<file path="src/rtl/noc_flit_pkg.sv">
`default_nettype none
// ============================================================================
// noc_flit_pkg
// Shared flit-format constants and router output-port FSM encoding.
// Revision: 1.0 - initial release
// ============================================================================
package noc_flit_pkg;

    // Width of the flit type field that occupies the top bits of every flit
    localparam int FLIT_TYPE_W = 2;

    // Bit offsets measured downward from the flit MSB
    localparam int HEAD_BIT = 0;
    localparam int TAIL_BIT = 1;

    // Flit type encodings {head, tail}
    localparam logic [FLIT_TYPE_W-1:0] FLIT_HEAD   = 2'b10;
    localparam logic [FLIT_TYPE_W-1:0] FLIT_BODY   = 2'b00;
    localparam logic [FLIT_TYPE_W-1:0] FLIT_TAIL   = 2'b01;
    localparam logic [FLIT_TYPE_W-1:0] FLIT_SINGLE = 2'b11;

    // Output-port ownership state
    typedef enum logic [0:0] {
        ST_IDLE   = 1'b0,
        ST_LOCKED = 1'b1
    } state_t;

endpackage
`default_nettype wire

</file>
<file path="src/rtl/output_port_alloc_if.sv">
`default_nettype none
// ============================================================================
// output_port_alloc_if
// Bundle of input-side flit handshakes, output link handshake and status
// for one router output port.
// Revision: 1.0 - initial release
// ============================================================================
interface output_port_alloc_if #(
    parameter int IN_N   = 5,
    parameter int FLIT_W = 10
);
    localparam int OWN_W = (IN_N > 1) ? $clog2(IN_N) : 1;

    logic [IN_N-1:0]        in_valid_i;
    logic [IN_N*FLIT_W-1:0] in_flit_i;
    logic [IN_N-1:0]        in_ready_o;
    logic                   out_valid_o;
    logic [FLIT_W-1:0]      out_flit_o;
    logic                   out_ready_i;
    logic                   busy_o;
    logic [OWN_W-1:0]       owner_o;

    // Upstream buffers and downstream link side
    modport master (
        output in_valid_i, in_flit_i, out_ready_i,
        input  in_ready_o, out_valid_o, out_flit_o, busy_o, owner_o
    );

    // Allocator side
    modport slave (
        input  in_valid_i, in_flit_i, out_ready_i,
        output in_ready_o, out_valid_o, out_flit_o, busy_o, owner_o
    );

endinterface
`default_nettype wire

</file>
<file path="src/rtl/matrix_arb.sv">
`default_nettype none
// ============================================================================
// matrix_arb
// Round-robin matrix arbiter. prio[i][j] set means requester i beats j.
// The winner drops below every other requester after each grant, giving
// least-recently-granted fairness.
// Revision: 1.0 - initial release
// ============================================================================
module matrix_arb #(
    parameter int IN_N = 5
) (
    input  logic            clk_i,
    input  logic            rst_ni,
    input  logic [IN_N-1:0] req_i,
    output logic [IN_N-1:0] grant_o
);

    logic [IN_N-1:0][IN_N-1:0] r_prio;

    // A requester wins when no other active requester holds priority over it
    always_comb begin
        grant_o = '0;
        for (int i = 0; i < IN_N; i++) begin
            grant_o[i] = req_i[i];
            for (int j = 0; j < IN_N; j++) begin
                if ((j != i) && req_i[j] && r_prio[j][i]) begin
                    grant_o[i] = 1'b0;
                end
            end
        end
    end

    // Priority matrix: lowest index highest after reset; winner moves to last
    always_ff @(posedge clk_i or negedge rst_ni) begin
        if (!rst_ni) begin
            for (int i = 0; i < IN_N; i++) begin
                for (int j = 0; j < IN_N; j++) begin
                    r_prio[i][j] <= (i < j);
                end
            end
        end else if (|grant_o) begin
            for (int i = 0; i < IN_N; i++) begin
                for (int j = 0; j < IN_N; j++) begin
                    if (grant_o[i] && (i != j)) begin
                        r_prio[i][j] <= 1'b0;
                        r_prio[j][i] <= 1'b1;
                    end
                end
            end
        end
    end

endmodule
`default_nettype wire

</file>
<file path="src/rtl/output_port_alloc.sv">
`default_nettype none
// ============================================================================
// output_port_alloc
// Wormhole output-port allocator and flit multiplexer. Head flits compete
// through a matrix arbiter; the winner owns the port until its tail flit
// passes. Flits leave through one registered valid/ready stage.
// Revision: 1.0 - initial release
// ============================================================================
module output_port_alloc
    import noc_flit_pkg::*;
#(
    parameter int IN_N   = 5,
    parameter int FLIT_W = 10
) (
    input  logic               clk_i,
    input  logic               rst_ni,
    output_port_alloc_if.slave bus
);

    localparam int OWN_W    = (IN_N > 1) ? $clog2(IN_N) : 1;
    localparam int HEAD_IDX = FLIT_W - 1 - HEAD_BIT;
    localparam int TAIL_IDX = FLIT_W - 1 - TAIL_BIT;

    state_t                    r_state;
    logic [OWN_W-1:0]          r_owner;
    logic                      r_out_valid;
    logic [FLIT_W-1:0]         r_out_flit;

    logic [IN_N-1:0][FLIT_W-1:0] w_flits;
    logic [IN_N-1:0]           w_req;
    logic [IN_N-1:0]           w_grant;
    logic [OWN_W-1:0]          w_grant_idx;
    logic [FLIT_W-1:0]         w_own_flit;
    logic                      w_out_free;
    logic                      w_xfer;

    assign w_flits = bus.in_flit_i;

    // Only head flits compete, and only while the port is free, so the
    // arbiter priority advances exactly on a locking edge
    always_comb begin
        w_req = '0;
        for (int k = 0; k < IN_N; k++) begin
            w_req[k] = (r_state == ST_IDLE) && bus.in_valid_i[k] && w_flits[k][HEAD_IDX];
        end
    end

    matrix_arb #(
        .IN_N (IN_N)
    ) u_arb (
        .clk_i   (clk_i),
        .rst_ni  (rst_ni),
        .req_i   (w_req),
        .grant_o (w_grant)
    );

    // One-hot grant to owner index
    always_comb begin
        w_grant_idx = '0;
        for (int k = 0; k < IN_N; k++) begin
            if (w_grant[k]) begin
                w_grant_idx = OWN_W'(k);
            end
        end
    end

    // Flit mux follows the locked owner
    assign w_own_flit = w_flits[r_owner];

    // Output stage can take a flit when empty or draining this cycle
    assign w_out_free = ~r_out_valid | bus.out_ready_i;
    assign w_xfer     = (r_state == ST_LOCKED) && bus.in_valid_i[r_owner] && w_out_free;

    // Only the owner is ever offered ready; combinational for zero-bubble stalls
    always_comb begin
        bus.in_ready_o = '0;
        if ((r_state == ST_LOCKED) && w_out_free) begin
            bus.in_ready_o[r_owner] = 1'b1;
        end
    end

    // Lock/unlock FSM together with the registered output stage
    always_ff @(posedge clk_i or negedge rst_ni) begin
        if (!rst_ni) begin
            r_state     <= ST_IDLE;
            r_owner     <= '0;
            r_out_valid <= 1'b0;
            r_out_flit  <= '0;
        end else begin
            case (r_state)
                ST_IDLE: begin
                    if (|w_req) begin
                        r_owner <= w_grant_idx;
                        r_state <= ST_LOCKED;
                    end
                end
                ST_LOCKED: begin
                    if (w_xfer && w_own_flit[TAIL_IDX]) begin
                        r_state <= ST_IDLE;
                    end
                end
                default: r_state <= ST_IDLE;
            endcase

            if (w_xfer) begin
                r_out_valid <= 1'b1;
                r_out_flit  <= w_own_flit;
            end else if (bus.out_ready_i) begin
                r_out_valid <= 1'b0;
            end
        end
    end

    assign bus.out_valid_o = r_out_valid;
    assign bus.out_flit_o  = r_out_flit;
    assign bus.busy_o      = (r_state == ST_LOCKED);
    assign bus.owner_o     = r_owner;

endmodule
`default_nettype wire

</file>
<file path="src/flat_wrapper.sv">
// flat-port wrapper written by rule: the top's interface ports become plain ports
module output_port_alloc_flat import noc_flit_pkg::*;
#(
    parameter int IN_N   = 5,
    parameter int FLIT_W = 10
)
  (clk_i, rst_ni, bus_in_valid_i, bus_in_flit_i, bus_out_ready_i, bus_in_ready_o, bus_out_valid_o, bus_out_flit_o, bus_busy_o, bus_owner_o);
  output_port_alloc_if #(.IN_N(IN_N), .FLIT_W(FLIT_W)) bus_i ();
  input  logic clk_i;
  input  logic rst_ni;
  input wire logic [$bits(bus_i.in_valid_i)-1:0] bus_in_valid_i;
  input wire logic [$bits(bus_i.in_flit_i)-1:0] bus_in_flit_i;
  input wire logic [$bits(bus_i.out_ready_i)-1:0] bus_out_ready_i;
  output wire logic [$bits(bus_i.in_ready_o)-1:0] bus_in_ready_o;
  output wire logic [$bits(bus_i.out_valid_o)-1:0] bus_out_valid_o;
  output wire logic [$bits(bus_i.out_flit_o)-1:0] bus_out_flit_o;
  output wire logic [$bits(bus_i.busy_o)-1:0] bus_busy_o;
  output wire logic [$bits(bus_i.owner_o)-1:0] bus_owner_o;
  assign bus_i.in_valid_i = bus_in_valid_i;
  assign bus_i.in_flit_i = bus_in_flit_i;
  assign bus_i.out_ready_i = bus_out_ready_i;
  assign bus_in_ready_o = bus_i.in_ready_o;
  assign bus_out_valid_o = bus_i.out_valid_o;
  assign bus_out_flit_o = bus_i.out_flit_o;
  assign bus_busy_o = bus_i.busy_o;
  assign bus_owner_o = bus_i.owner_o;
  output_port_alloc #(.IN_N(IN_N), .FLIT_W(FLIT_W)) u_core (.clk_i(clk_i), .rst_ni(rst_ni), .bus(bus_i));
endmodule
</file>
<file path="config.mk">
export PLATFORM = sky130hd
export DESIGN_NAME = output_port_alloc_flat
export DESIGN_NICKNAME = d
export VERILOG_FILES = /design/src/rtl/noc_flit_pkg.sv /design/src/rtl/output_port_alloc_if.sv /design/src/rtl/matrix_arb.sv /design/src/rtl/output_port_alloc.sv /design/src/flat_wrapper.sv
export SDC_FILE = /design/constraint.sdc
export NUM_CORES = 1
export LEC_CHECK = 0
export ABC_AREA = 1
export BUFFER_PORTS_ARGS = -buffer_cell sky130_fd_sc_hd__buf_2
export CAP_MARGIN = 10
export CORE_MARGIN = 5
export CORE_UTILIZATION = 39
export DETAILED_ROUTE_END_ITERATION = 6
export PLACE_DENSITY = 0.68
export SLEW_MARGIN = 20
export SYNTH_ARGS = -nofsm -noshare
export SYNTH_HDL_FRONTEND = slang
export SYNTH_SLANG_ARGS = --single-unit
</file>
<file path="constraint.sdc">
create_clock -name clk_i -period 1.3 [get_ports clk_i]
set_clock_uncertainty 0.2 [all_clocks]
set_input_delay 0 -clock clk_i [delete_from_list [all_inputs] [get_ports clk_i]]
set_output_delay 0 -clock clk_i [all_outputs]
set_load 0.01 [all_outputs]
</file>
==> results of run 1 <==
-- what timing repair did --
action | 4_1_cts | 5_1_grt
setup buffers | 11 | 8
pin swaps | 20 | 23
endpoints found under the hold margin | 47 | 3
gates resized for setup | 40 | 52
setup endpoints to repair | 41 | 43
gates cloned | 2 | 0
-- layout make-up --
type                            count  area [µm²]
Fill cell                         351        1300
Multi-Input combinational cell    199        1260
Clock buffer                        8         100
Timing Repair Buffer              170        1300
Inverter                           30         130
Tap cell                           70        87.6
Sequential cell                    35         892
-- power by group --
group | total (mW) | switching (mW) | internal, mW
logic | 4.62 | 2.45 | 2.17
registers | 2.16 | 0.410 | 1.75
clock network | 0.875 | 0.392 | 0.484
total | 7.66 | 3.26 | 4.40
-- per-layer routing --
layer | vias to the layer above | GRT usage [%]
li1 | 1243 | -
met1 | 1252 | 26.5
met2 | 187 | 43.0
met3 | 45 | 5.31
met4 | 0 | 9.63
met5 | - | 0
-- cells in the final DEF, fill, tap and decap left out, types with 6 or more instances in the layout --
| cell | netlist | final |
|---|---|---|
| sky130_fd_sc_hd__nor2_4 | 1 | 6 |
| sky130_fd_sc_hd__nand2_2 | 1 | 23 |
| sky130_fd_sc_hd__inv_1 | 23 | 20 |
| sky130_fd_sc_hd__nand3_4 | 2 | 6 |
| sky130_fd_sc_hd__buf_4 | 1 | 30 |
| sky130_fd_sc_hd__nor2_2 | 2 | 6 |
| sky130_fd_sc_hd__dfstp_2 | 10 | 10 |
| sky130_fd_sc_hd__buf_6 | 0 | 18 |
| sky130_fd_sc_hd__buf_2 | 7 | 75 |
| sky130_fd_sc_hd__nand3_1 | 6 | 6 |
| sky130_fd_sc_hd__dfrtp_1 | 25 | 22 |
| sky130_fd_sc_hd__nand2_1 | 82 | 56 |
| sky130_fd_sc_hd__o21ai_1 | 3 | 7 |
| sky130_fd_sc_hd__nand4_1 | 13 | 13 |
| sky130_fd_sc_hd__nor2_1 | 35 | 26 |
| sky130_fd_sc_hd__clkbuf_8 | 0 | 7 |
| sky130_fd_sc_hd__dlygate4sd3_1 | 0 | 44 |
| sky130_fd_sc_hd__o21ai_0 | 24 | 16 |
-- worst paths after layout --
kind | cells after the start | slack, ns | to
worst max-delay path | 9 | -0.34 | u_core.bus.owner_o[0]
worst min-delay path | 5 | -0.02 | u_core.u_arb.r_prio[3]
worst max register to register | 9 | -0.34 | u_core.bus.owner_o[0]
worst min register to register | 2 | 0.26 | u_core.u_arb.r_prio[8]
max in group asynchronous | 3 | 0.64 | u_core.u_arb.r_prio[19]
min in group asynchronous | 3 | 0 | u_core.bus.out_flit_o[8]
-- worst max-delay path, cell delays in order (launching register included) --
cell and delay [ns]:
sky130_fd_sc_hd__dfrtp_2 0.45, sky130_fd_sc_hd__clkinv_4 0.12, sky130_fd_sc_hd__nand3_4 0.12, sky130_fd_sc_hd__nor2_2 0.06, sky130_fd_sc_hd__nor2_2 0.14, sky130_fd_sc_hd__nand3_4 0.16
sky130_fd_sc_hd__nand2_1 0.13, sky130_fd_sc_hd__nand2_1 0.05, sky130_fd_sc_hd__nand2_1 0.05, sky130_fd_sc_hd__nand2_1 0.04
-- registers in the layout (all words and copies together), names as in the netlist --
signal and flops:
u_core.bus.out_valid_o 1, u_core.u_arb.r_prio 20, u_core.bus.busy_o 1, u_core.bus.owner_o 3, u_core.bus.out_flit_o 10
-- cell families (layout without fill, tap and decap cells) --
kind of cell	Yosys count	count (layout)	synth area share, %
simple gates	151	153	34.3
compound gates	46	46	13.9
buf+inv	41	208	8.18
flops	35	35	43.7
-- stage by stage --
stage,hold slack (ns),std cells,area (µm²),setup WS [ns],utilization [%]
after global placement,-0.226,440,2750,-0.287,54.2
after floorplan,-0.496,273,2090,-0.161,-
after CTS,0.00245,505,3540,-0.276,69.8
after detailed placement,-0.221,440,2750,-0.274,54.2
final,-0.0223,512,3770,-0.338,74.4
after global routing,-0.00623,512,3770,-0.433,74.4
==> flow_summary_export.csv, run 1 <==
group,metric,value,unit
outcome,run_status,"complete, but fails checks",
outcome,failed_checks,"negative hold slack, negative setup slack",
synth,post_synth_instance_area,0.00203,mm²
die,initial_utilization,40.1,%
finish,nets,499,
cts,cts_root_buf,"sky130_fd_sc_hd__clkbuf_8",
die,fp-row-count,26,
critical_path,cp_max_fo,6,
die,die_width,82.2,µm
sta,worst_slew_pin_slew,0.277,ns
placed_design,port_buffers,77,
drt,wl_met2,4070,µm
sta,timing.setup.tns,-10.94,ns
cts,clock_tree_from_tritoncts,"done",
sta,final_worst_path_period_share,126,%
synth,synth_cell_types,27,
cts,ctsHoldBuffers,44,
sta,number_of_hold_slack_violations_in_the_final_timing_report,3,
synth,yosys.area.top_type,"sky130_fd_sc_hd__dfrtp_1",
worst_hold_path,worst_hold_start,"bus_in_valid_i[3]",
sta,finalSetupViolations,42,
synth,synth-seq-area-share,43.7,%
power_and_ir_drop,total_power,7.66,mW
critical_path,worst_setup_path_start_kind,"flip-flop",
synth,edff_count_synth,0,
cts,cts_buffers,5,
synth,synth_ff_type,"sky130_fd_sc_hd__dfrtp_1",
flow_run,maxCapViolCount,0,
critical_path,critPathLaunch,"u_core.bus.busy_o",
synth,postSynthNetCount,331,
cts,clock_latency,0.29,ns
power_and_ir_drop,power.ir.vdd_worst,1050,µV
cts,clock_tree.htree_level_count,2,
cts,clk_transition_reported_paths,0.07,ns
sta,rsz_0062_raised_after_global_routing,"yes",
finish,post_route_cells_drive_above_1_share,50.0,%
critical_path,critPathRequiredTime,1.28,ns
die,die-area,0.00676,mm²
synth,postSynthAreaPerCell,7.45,µm²
sta,peak_clock_frequency_supported_by_timing,0.610,GHz
drt,m1WireLength,3130,µm
sta,timing.slew.headroom,81.5,%
drt,dr_pass1_iterations,7,
drt,vias_after_detailed_routing,2727,
drt,highest-signal-layer,"met4",
power_and_ir_drop,power.density,2030,mW/mm²
global_route,first_pass_grt_wire_length,12300,µm
drt,detailroute.wirelength.met3,960,µm
critical_path,end_kind,"flip-flop",
global_route,grt_antenna_before_repair,0,
drt,drtIter0Drc,190,
global_route,grt_start_max_net_pins,36,
finish,flow.area_growth_from_synthesis,85.5,%
cts,clock-sinks,35,
synth,synth_top_cells_by_area,"sky130_fd_sc_hd__dfrtp_1 (31%), sky130_fd_sc_hd__nand2_1 (15%), sky130_fd_sc_hd__dfstp_2 (13%), sky130_fd_sc_hd__nor2_1 (6.5%), sky130_fd_sc_hd__o21ai_0 (5.9%)",
drt,routed_wire_length_per_instance,16.7,µm
drt,drtAntennaViolNets,0,
synth,yosys-top-cells-count,"sky130_fd_sc_hd__nand2_1 (82), sky130_fd_sc_hd__nor2_1 (35), sky130_fd_sc_hd__dfrtp_1 (25), sky130_fd_sc_hd__o21ai_0 (24), sky130_fd_sc_hd__inv_1 (23)",
global_route,grtUsageTotal,23.7,%
sta,total_count_of_max_transition_violations_in_the_final_report,0,
critical_path,worst-setup-path-type,"reg2reg",
cts,cts.path.max_buffers,2,
synth,ys_seq_elements,35,
die,die_height,82.2,µm
sta,final.min_clock_period,1.64,ns
synth,yosys_warnings,0,
synth,syn-instance-count,273,
drt,drc,0,
drt,vias_per_cell,5.33,
synth,post-synth-top-count-cell,"sky130_fd_sc_hd__nand2_1",
synth,synth_async_sr_flop_share,100,%
placed_design,detailed_place_hpwl,4730,µm
finish,antennaDiodeCount,0,
die,fp.coreArea,0.00507,mm²
critical_path,worst-endpoint-arrival,1.62,ns
die,ioPinCount,78,
global_route,grt_pass1_vias,2758,
drt,finalWirelength,8540,µm
critical_path,reg2reg_from,"u_core.bus.busy_o",
placed_design,gpl.final_weighted_congestion,0.955,
sta,fin_ws,-0.338,ns
global_route,globalRoute.totalOverflow,0,
synth,synth_top_cell_area_share,30.8,%
sta,hold_ws,-0.0223,ns
worst_hold_path,min-delay-path-class,"in2reg",
power_and_ir_drop,power_leakage,1.86,nW
No activity file was read; power rests on OpenSTA's default activity.
==> run 2, diff against run 1 <==
--- a/config.mk
+++ b/config.mk
@@ -5,7 +5,6 @@
 export SDC_FILE = /design/constraint.sdc
 export NUM_CORES = 1
 export LEC_CHECK = 0
-export ABC_AREA = 1
 export BUFFER_PORTS_ARGS = -buffer_cell sky130_fd_sc_hd__buf_2
 export CAP_MARGIN = 10
 export CORE_MARGIN = 5
==> flow_summary_export.csv, run 2 <==
group,metric,value,unit
finish,layout_common_cells,"sky130_fd_sc_hd__buf_2 (76), sky130_fd_sc_hd__buf_4 (40), sky130_fd_sc_hd__inv_1 (22), sky130_fd_sc_hd__dfrtp_1 (22), sky130_fd_sc_hd__buf_6 (16)",
synth,synth_top_cell_area_share,31.2,%
critical_path,reg2reg_from,"u_core.bus.owner_o[0]",
global_route,first_pass_grt_wire_length,10200,µm
synth,synth_cell_types,50,
finish,largest_reg_flops,20,
sta,finalSetupViolations,41,
placed_design,dpl_cell_area,0.00279,mm²
drt,routed_wire_length_per_instance,17.6,µm
power_and_ir_drop,comb_power_share,59.8,%
finish,layout.cells.most_common,"sky130_fd_sc_hd__buf_2",
power_and_ir_drop,power.ir.vdd_worst,900,µV
critical_path,worst_setup_path_start_kind,"flip-flop",
sta,peak_clock_frequency_supported_by_timing,0.516,GHz
sta,final_worst_path_period_share,149,%
global_route,grt_start_max_net_pins,36,
drt,dr_pass1_iterations,4,
power_and_ir_drop,total_power,7.32,mW
power_and_ir_drop,power.share.clock,10.3,%
critical_path,critPathRequiredTime,1.27,ns
cts,ctsHoldBuffers,14,
sta,fin_ws,-0.639,ns
outcome,run_status,"complete, but fails checks",
cts,clock-sinks,35,
drt,drtAntennaViolNets,0,
drt,drc,0,
finish,nets,388,
placed_design,port_buffers,77,
finish,antennaDiodeCount,0,
sta,number_of_hold_slack_violations_in_the_final_timing_report,1,
sta,hold_ws,-0.0456,ns
critical_path,cp_max_fo,7,
placed_design,dp_worst_setup_slack,-0.601,ns
synth,post_synth_instance_area,0.00201,mm²
synth,yosys-top-cells-count,"sky130_fd_sc_hd__dfrtp_1 (25), sky130_fd_sc_hd__inv_1 (23), sky130_fd_sc_hd__o21ai_0 (15), sky130_fd_sc_hd__nand2_1 (13), sky130_fd_sc_hd__mux2_2 (11)",
finish,regMostFlops,"u_core.u_arb.r_prio",
critical_path,ff_to_ff_end,"u_core.bus.out_flit_o[1]",
cts,cts_root_buf,"sky130_fd_sc_hd__clkbuf_8",
global_route,grtUsageTotal,20.0,%
synth,synth_top_cells_by_area,"sky130_fd_sc_hd__dfrtp_1 (31%), sky130_fd_sc_hd__dfstp_2 (13%), sky130_fd_sc_hd__mux4_2 (10%), sky130_fd_sc_hd__mux2_2 (6.2%), sky130_fd_sc_hd__inv_1 (4.3%)",
die,die-area,0.00668,mm²
drt,vias_per_cell,5.26,
power_and_ir_drop,power.share.switching,36.4,%
synth,synth-seq-area-share,44.3,%
die,ioPinCount,78,
sta,rsz_0062_raised_after_global_routing,"yes",
cts,clock_latency,0.29,ns
synth,syn-instance-count,183,
synth,post-synth-top-count-cell,"sky130_fd_sc_hd__dfrtp_1",
worst_hold_path,min_to,"u_core.bus.busy_o",
flow_run,maxCapViolCount,0,
critical_path,worst-endpoint-arrival,1.91,ns
sta,total_count_of_max_transition_violations_in_the_final_report,0,
cts,cts_buffers,5,
critical_path,worst_path_largest_cell_delay,0.50,ns
die,die_height,81.7,µm
finish,post_route_cells_drive_above_1_share,63.7,%
die,fp-row-count,26,
critical_path,r2r.worst_path.cells,5,
power_and_ir_drop,power_leakage,1.64,nW
synth,yosys_warnings,0,
placed_design,detailed_place_hpwl,4680,µm
synth,postSynthNetCount,241,
sta,final.min_clock_period,1.94,ns
critical_path,worst-setup-path-type,"reg2reg",
critical_path,end_kind,"flip-flop",
power_and_ir_drop,power.share.sequential,29.9,%
cts,clock_tree_from_tritoncts,"done",
power_and_ir_drop,switching_power,2.66,mW
worst_hold_path,worst_hold_start,"bus_in_flit_i[8]",
drt,drtIter0Drc,65,
critical_path,path_cells,"buf_12 > mux4_2 > inv_1 > o21ai_0 > mux2_4",
cts,clk_transition_reported_paths,0.07,ns
synth,yosys.area.top_type,"sky130_fd_sc_hd__dfrtp_1",
cts,cts.path.max_buffers,2,
finish,flow.area_growth_from_synthesis,69.9,%
critical_path,worst_path_max_delay_cell,"sky130_fd_sc_hd__mux4_2",
global_route,grt_pass1_vias,2161,
power_and_ir_drop,power.density,2150,mW/mm²
sta,worst_slew_pin_slew,0.447,ns
synth,synth_ff_type,"sky130_fd_sc_hd__dfrtp_1",
drt,vias_after_detailed_routing,2109,
cts,clock_tree.htree_level_count,2,
finish,post_layout_nonfiller_instances,401,
sta,timing.slew.headroom,70.2,%
synth,synth_async_sr_flop_share,100,%
global_route,grt_antenna_before_repair,0,
die,initial_utilization,39.8,%
synth,postSynthAreaPerCell,11.0,µm²
outcome,failed_checks,"negative hold slack, negative setup slack",
power_and_ir_drop,power.internal,4.66,mW
drt,finalWirelength,7040,µm
placed_design,gpl.final_weighted_congestion,0.928,
die,fp.coreArea,0.00504,mm²
placed_design,dpl.cell_count,364,
global_route,globalRoute.totalOverflow,0,
die,die_width,81.7,µm
synth,edff_count_synth,0,
synth,ys_seq_elements,35,
critical_path,r2r_setup_slack,-0.64,ns
worst_hold_path,min_delay_path_depth,5,
finish,final_design_area_no_fill,0.00341,mm²
worst_hold_path,min-delay-path-class,"in2reg",
==> run 2: changes by cell type in the layout (fill, tap and decap cells not counted), moves of 7 or more <==
| cell | change |
|---|---|
| sky130_fd_sc_hd__nor2_1 | -23 |
| sky130_fd_sc_hd__nand4_1 | -13 |
| sky130_fd_sc_hd__nand2_2 | -23 |
| sky130_fd_sc_hd__nand2_1 | -43 |
| sky130_fd_sc_hd__o21ai_0 | -7 |
| sky130_fd_sc_hd__mux4_2 | +9 |
| sky130_fd_sc_hd__buf_4 | +10 |
| sky130_fd_sc_hd__dlygate4sd3_1 | -30 |
| sky130_fd_sc_hd__mux2_4 | +7 |
==> run 2: through the flow <==
| stage | TNS [ns] | hold WS (ns) | utilization (%) |
|---|---|---|---|
| after global routing | -22.60 | -0.0301 | 67.6 |
| after floorplan | -15.54 | -0.496 | - |
| after detailed placement | -16.90 | -0.141 | 55.4 |
| after global placement | -16.14 | -0.140 | 55.4 |
| after CTS | -19.89 | 0.0279 | 64.0 |
| final | -20.26 | -0.0456 | 67.6 |
==> run 2: kinds of logic after synthesis <==
group / synth area share (%)
simple gates: 10.9
buf+inv: 7.36
mux: 17.8
compound gates: 19.7
flops: 44.3
==> run 2: what timing repair did <==
item,CTS,global route
resized for setup,40,25
endpoints found under the setup margin,43,43
setup buffers,7,8
hold endpoints to repair,47,1
pin swaps,12,7
cloned,0,1
==> run 2: worst max path at each step <==
stage,from,endpoint,slack [ns],cells past startpoint
after floorplan,u_core.bus.owner_o[2],u_core.bus.out_flit_o[0],-0.62,6
after global placement,u_core.bus.owner_o[0],u_core.bus.out_flit_o[8],-0.59,5
final,u_core.bus.owner_o[0],u_core.bus.out_flit_o[1],-0.64,5
after CTS,u_core.bus.owner_o[2],u_core.bus.out_flit_o[2],-0.59,5
after detailed placement,u_core.bus.owner_o[0],u_core.bus.out_flit_o[2],-0.60,5
after global routing,u_core.bus.owner_o[0],u_core.bus.out_flit_o[1],-0.68,5
==> run 2: power by group through the flow <==
stage / Clock [mW] / Combinational [mW] / Sequential (mW)
global placement: 0 / 3.26 / 2.09
CTS: 0.769 / 3.84 / 2.13
global route: 0.821 / 4.68 / 2.24
detailed placement: 0 / 3.33 / 2.13
finish: 0.754 / 4.38 / 2.19
floorplan: 0 / 2.02 / 2.13
==> run 2: layout make-up <==
class	instances	area (µm²)
multi-input cells	115	1180
clock inverters	1	5.00
inverters	23	86.3
fillers	362	1630
well taps	70	87.6
clock buffers	7	76.3
flip-flops and latches	35	892
repair buffers	150	1080
==> run 2: worst max-delay path, delay by kind of cell, from the launching register on <==
kind | cells | cell delay [ns]
AO/OA/AOI/OAI | 1 | 0.13
flip-flops | 1 | 0.47
multiplexers | 2 | 0.80
buffers and inverters | 2 | 0.22
==> run 2: metal layers <==
metal	global-route usage, %	share of wire (%)
met1	22.1	39
met2	38.6	51
met5	0	0
met4	4.15	1.7
met3	4.61	8.0
==> run 3, diff against run 2 <==
--- a/config.mk
+++ b/config.mk
@@ -7,10 +7,12 @@
 export LEC_CHECK = 0
 export BUFFER_PORTS_ARGS = -buffer_cell sky130_fd_sc_hd__buf_2
 export CAP_MARGIN = 10
+export CORE_ASPECT_RATIO = 0.6
 export CORE_MARGIN = 5
-export CORE_UTILIZATION = 39
+export CORE_UTILIZATION = 44
 export DETAILED_ROUTE_END_ITERATION = 6
-export PLACE_DENSITY = 0.68
+export PLACE_DENSITY = 0.75
+export SKIP_LAST_GASP = 1
 export SLEW_MARGIN = 20
 export SYNTH_ARGS = -nofsm -noshare
 export SYNTH_HDL_FRONTEND = slang
==> flow_summary_export.csv, run 3 (synthesized netlist as in run 2, its figures left out) <==
group,metric,value,unit
placed_design,gpl.final_weighted_congestion,0.946,
sta,rsz_0062_raised_after_global_routing,"yes",
sta,timing.slew.headroom,76.6,%
sta,final_worst_path_period_share,152,%
placed_design,detailed_place_hpwl,4990,µm
sta,final.min_clock_period,1.97,ns
global_route,grtUsageTotal,24.1,%
die,fp.coreArea,0.00449,mm²
critical_path,worst_setup_path_start_kind,"flip-flop",
drt,drtAntennaViolNets,0,
die,die-area,0.00605,mm²
global_route,first_pass_grt_wire_length,11500,µm
die,ioPinCount,78,
cts,clock_tree.htree_level_count,2,
drt,drtIter0Drc,210,
cts,cts_buffers,5,
power_and_ir_drop,power.density,2130,mW/mm²
die,die_width,97.2,µm
finish,final_design_area_no_fill,0.00336,mm²
finish,fillers,285,
finish,nets,392,
outcome,failed_checks,"negative hold slack, negative setup slack",
sta,hold_ws,-0.00580,ns
finish,layout_common_cells,"sky130_fd_sc_hd__buf_2 (76), sky130_fd_sc_hd__buf_4 (50), sky130_fd_sc_hd__inv_1 (22), sky130_fd_sc_hd__dfrtp_1 (22)",
placed_design,dpl_cell_area,0.00282,mm²
outcome,run_status,"complete, but fails checks",
finish,largest_reg_flops,20,
finish,antennaDiodeCount,0,
sta,peak_clock_frequency_supported_by_timing,0.507,GHz
sta,finalSetupViolations,40,
drt,vias_after_detailed_routing,2241,
critical_path,critPathRequiredTime,1.27,ns
power_and_ir_drop,total_power,7.14,mW
finish,flow.area_growth_from_synthesis,67.5,%
global_route,globalRoute.totalOverflow,0,
die,fp-row-count,19,
sta,number_of_hold_slack_violations_in_the_final_timing_report,9,
sta,fin_ws,-0.671,ns
drt,vias_per_cell,5.63,
drt,dr_pass1_iterations,5,
flow_run,maxCapViolCount,0,
critical_path,worst-endpoint-arrival,1.94,ns
cts,clock-sinks,35,
cts,cts.path.max_buffers,2,
cts,clock_tree_from_tritoncts,"done",
finish,regMostFlops,"u_core.u_arb.r_prio",
drt,drc,0,
finish,layout.cells.most_common,"sky130_fd_sc_hd__buf_2",
sta,total_count_of_max_transition_violations_in_the_final_report,0,
sta,worst_slew_pin_slew,0.350,ns
worst_hold_path,min-delay-path-class,"in2async",
power_and_ir_drop,power_leakage,1.63,nW
cts,clock_latency,0.29,ns
finish,post_route_cells_drive_above_1_share,63.3,%
critical_path,end_kind,"flip-flop",
drt,routed_wire_length_per_instance,19.4,µm
global_route,grt_start_max_net_pins,36,
global_route,grt_pass1_vias,2238,
cts,cts_root_buf,"sky130_fd_sc_hd__clkbuf_8",
placed_design,port_buffers,77,
power_and_ir_drop,power.ir.vdd_worst,1540,µV
critical_path,worst-setup-path-type,"reg2reg",
die,initial_utilization,44.6,%
global_route,grt_antenna_before_repair,0,
finish,final_design_utilization,74.8,%
die,die_height,62.3,µm
cts,clk_transition_reported_paths,0.07,ns
critical_path,cp_max_fo,12,
drt,finalWirelength,7720,µm
==> run 3: changes by cell type in the layout (fill, tap and decap cells not counted), sizes merged <==
cell         previous run  this run
buf                   135       141
dlygate4sd3            14        13
clkbuf                  8         7
==> run 3: layer usage <==
metal	global-route usage, %	vias to the layer above	part of all wire (%)
li1	-	984	-
met1	30.0	1105	39
met2	40.4	130	50
met3	6.94	22	8.5
met4	8.06	0	2.2
met5	0	-	0
==> run 3: worst paths after layout <==
path / start / to / slack [ns] / depth (start not counted)
max in group asynchronous: rst_ni / u_core.u_arb.r_prio[8] / 0.65 / 3
worst max-delay path: u_core.bus.owner_o[2] / u_core.bus.out_flit_o[7] / -0.67 / 5
worst min register to register: u_core.u_arb.r_prio[3] / u_core.u_arb.r_prio[3] / 0.29 / 1
worst max register to register: u_core.bus.owner_o[2] / u_core.bus.out_flit_o[7] / -0.67 / 5
min in group clk_i: bus_in_flit_i[8] / u_core.bus.busy_o / 0.05 / 5
worst min-delay path: rst_ni / u_core.bus.out_flit_o[2] / -0.006 / 3
==> run 3: layout make-up <==
class / count / area, µm² / area share [%]
clock buffer: 7 / 86.3 / 2.57
clock inverter: 1 / 5.00 / 0.149
inverter: 23 / 86.3 / 2.57
multi-input combinational: 115 / 1130 / 33.6
sequential: 35 / 892 / 26.6
tap: 63 / 78.8 / 2.35
timing repair buffer: 154 / 1080 / 32.2
==> run 3: worst max-delay path: stages, from the launching register on <==
cell and delay, ns:
sky130_fd_sc_hd__dfrtp_2 0.47, sky130_fd_sc_hd__mux2i_1 0.18, sky130_fd_sc_hd__o32a_1 0.32, sky130_fd_sc_hd__a21oi_2 0.18, sky130_fd_sc_hd__buf_12 0.16, sky130_fd_sc_hd__mux2_2 0.34
==> run 3: where the power goes <==
group | internal (mW) | switching, mW
Clock | 0.427 | 0.387
Sequential | 1.77 | 0.442
Combinational | 2.23 | 1.88
Total | 4.43 | 2.71
==> run 3: what timing repair did <==
item	4_1_cts	5_1_grt
hold buffers	11	2
endpoints found under the hold margin	45	1
endpoints found under the setup margin	42	43
resized for setup	31	13
pin swaps	5	9
setup buffers	14	7
==> run 3: per-stage QoR <==
| step | hold WS, ns | worst slack (ns) | setup TNS, ns | instances |
|---|---|---|---|---|
| floorplan | -0.496 | -0.621 | -15.54 | 183 |
| global placement | -0.228 | -0.634 | -18.26 | 358 |
| detailed placement | -0.218 | -0.680 | -19.72 | 358 |
| CTS | 0.00483 | -0.612 | -19.91 | 391 |
| global route | 0.0301 | -0.720 | -25.05 | 398 |
| finish | -0.00580 | -0.671 | -23.30 | 398 |
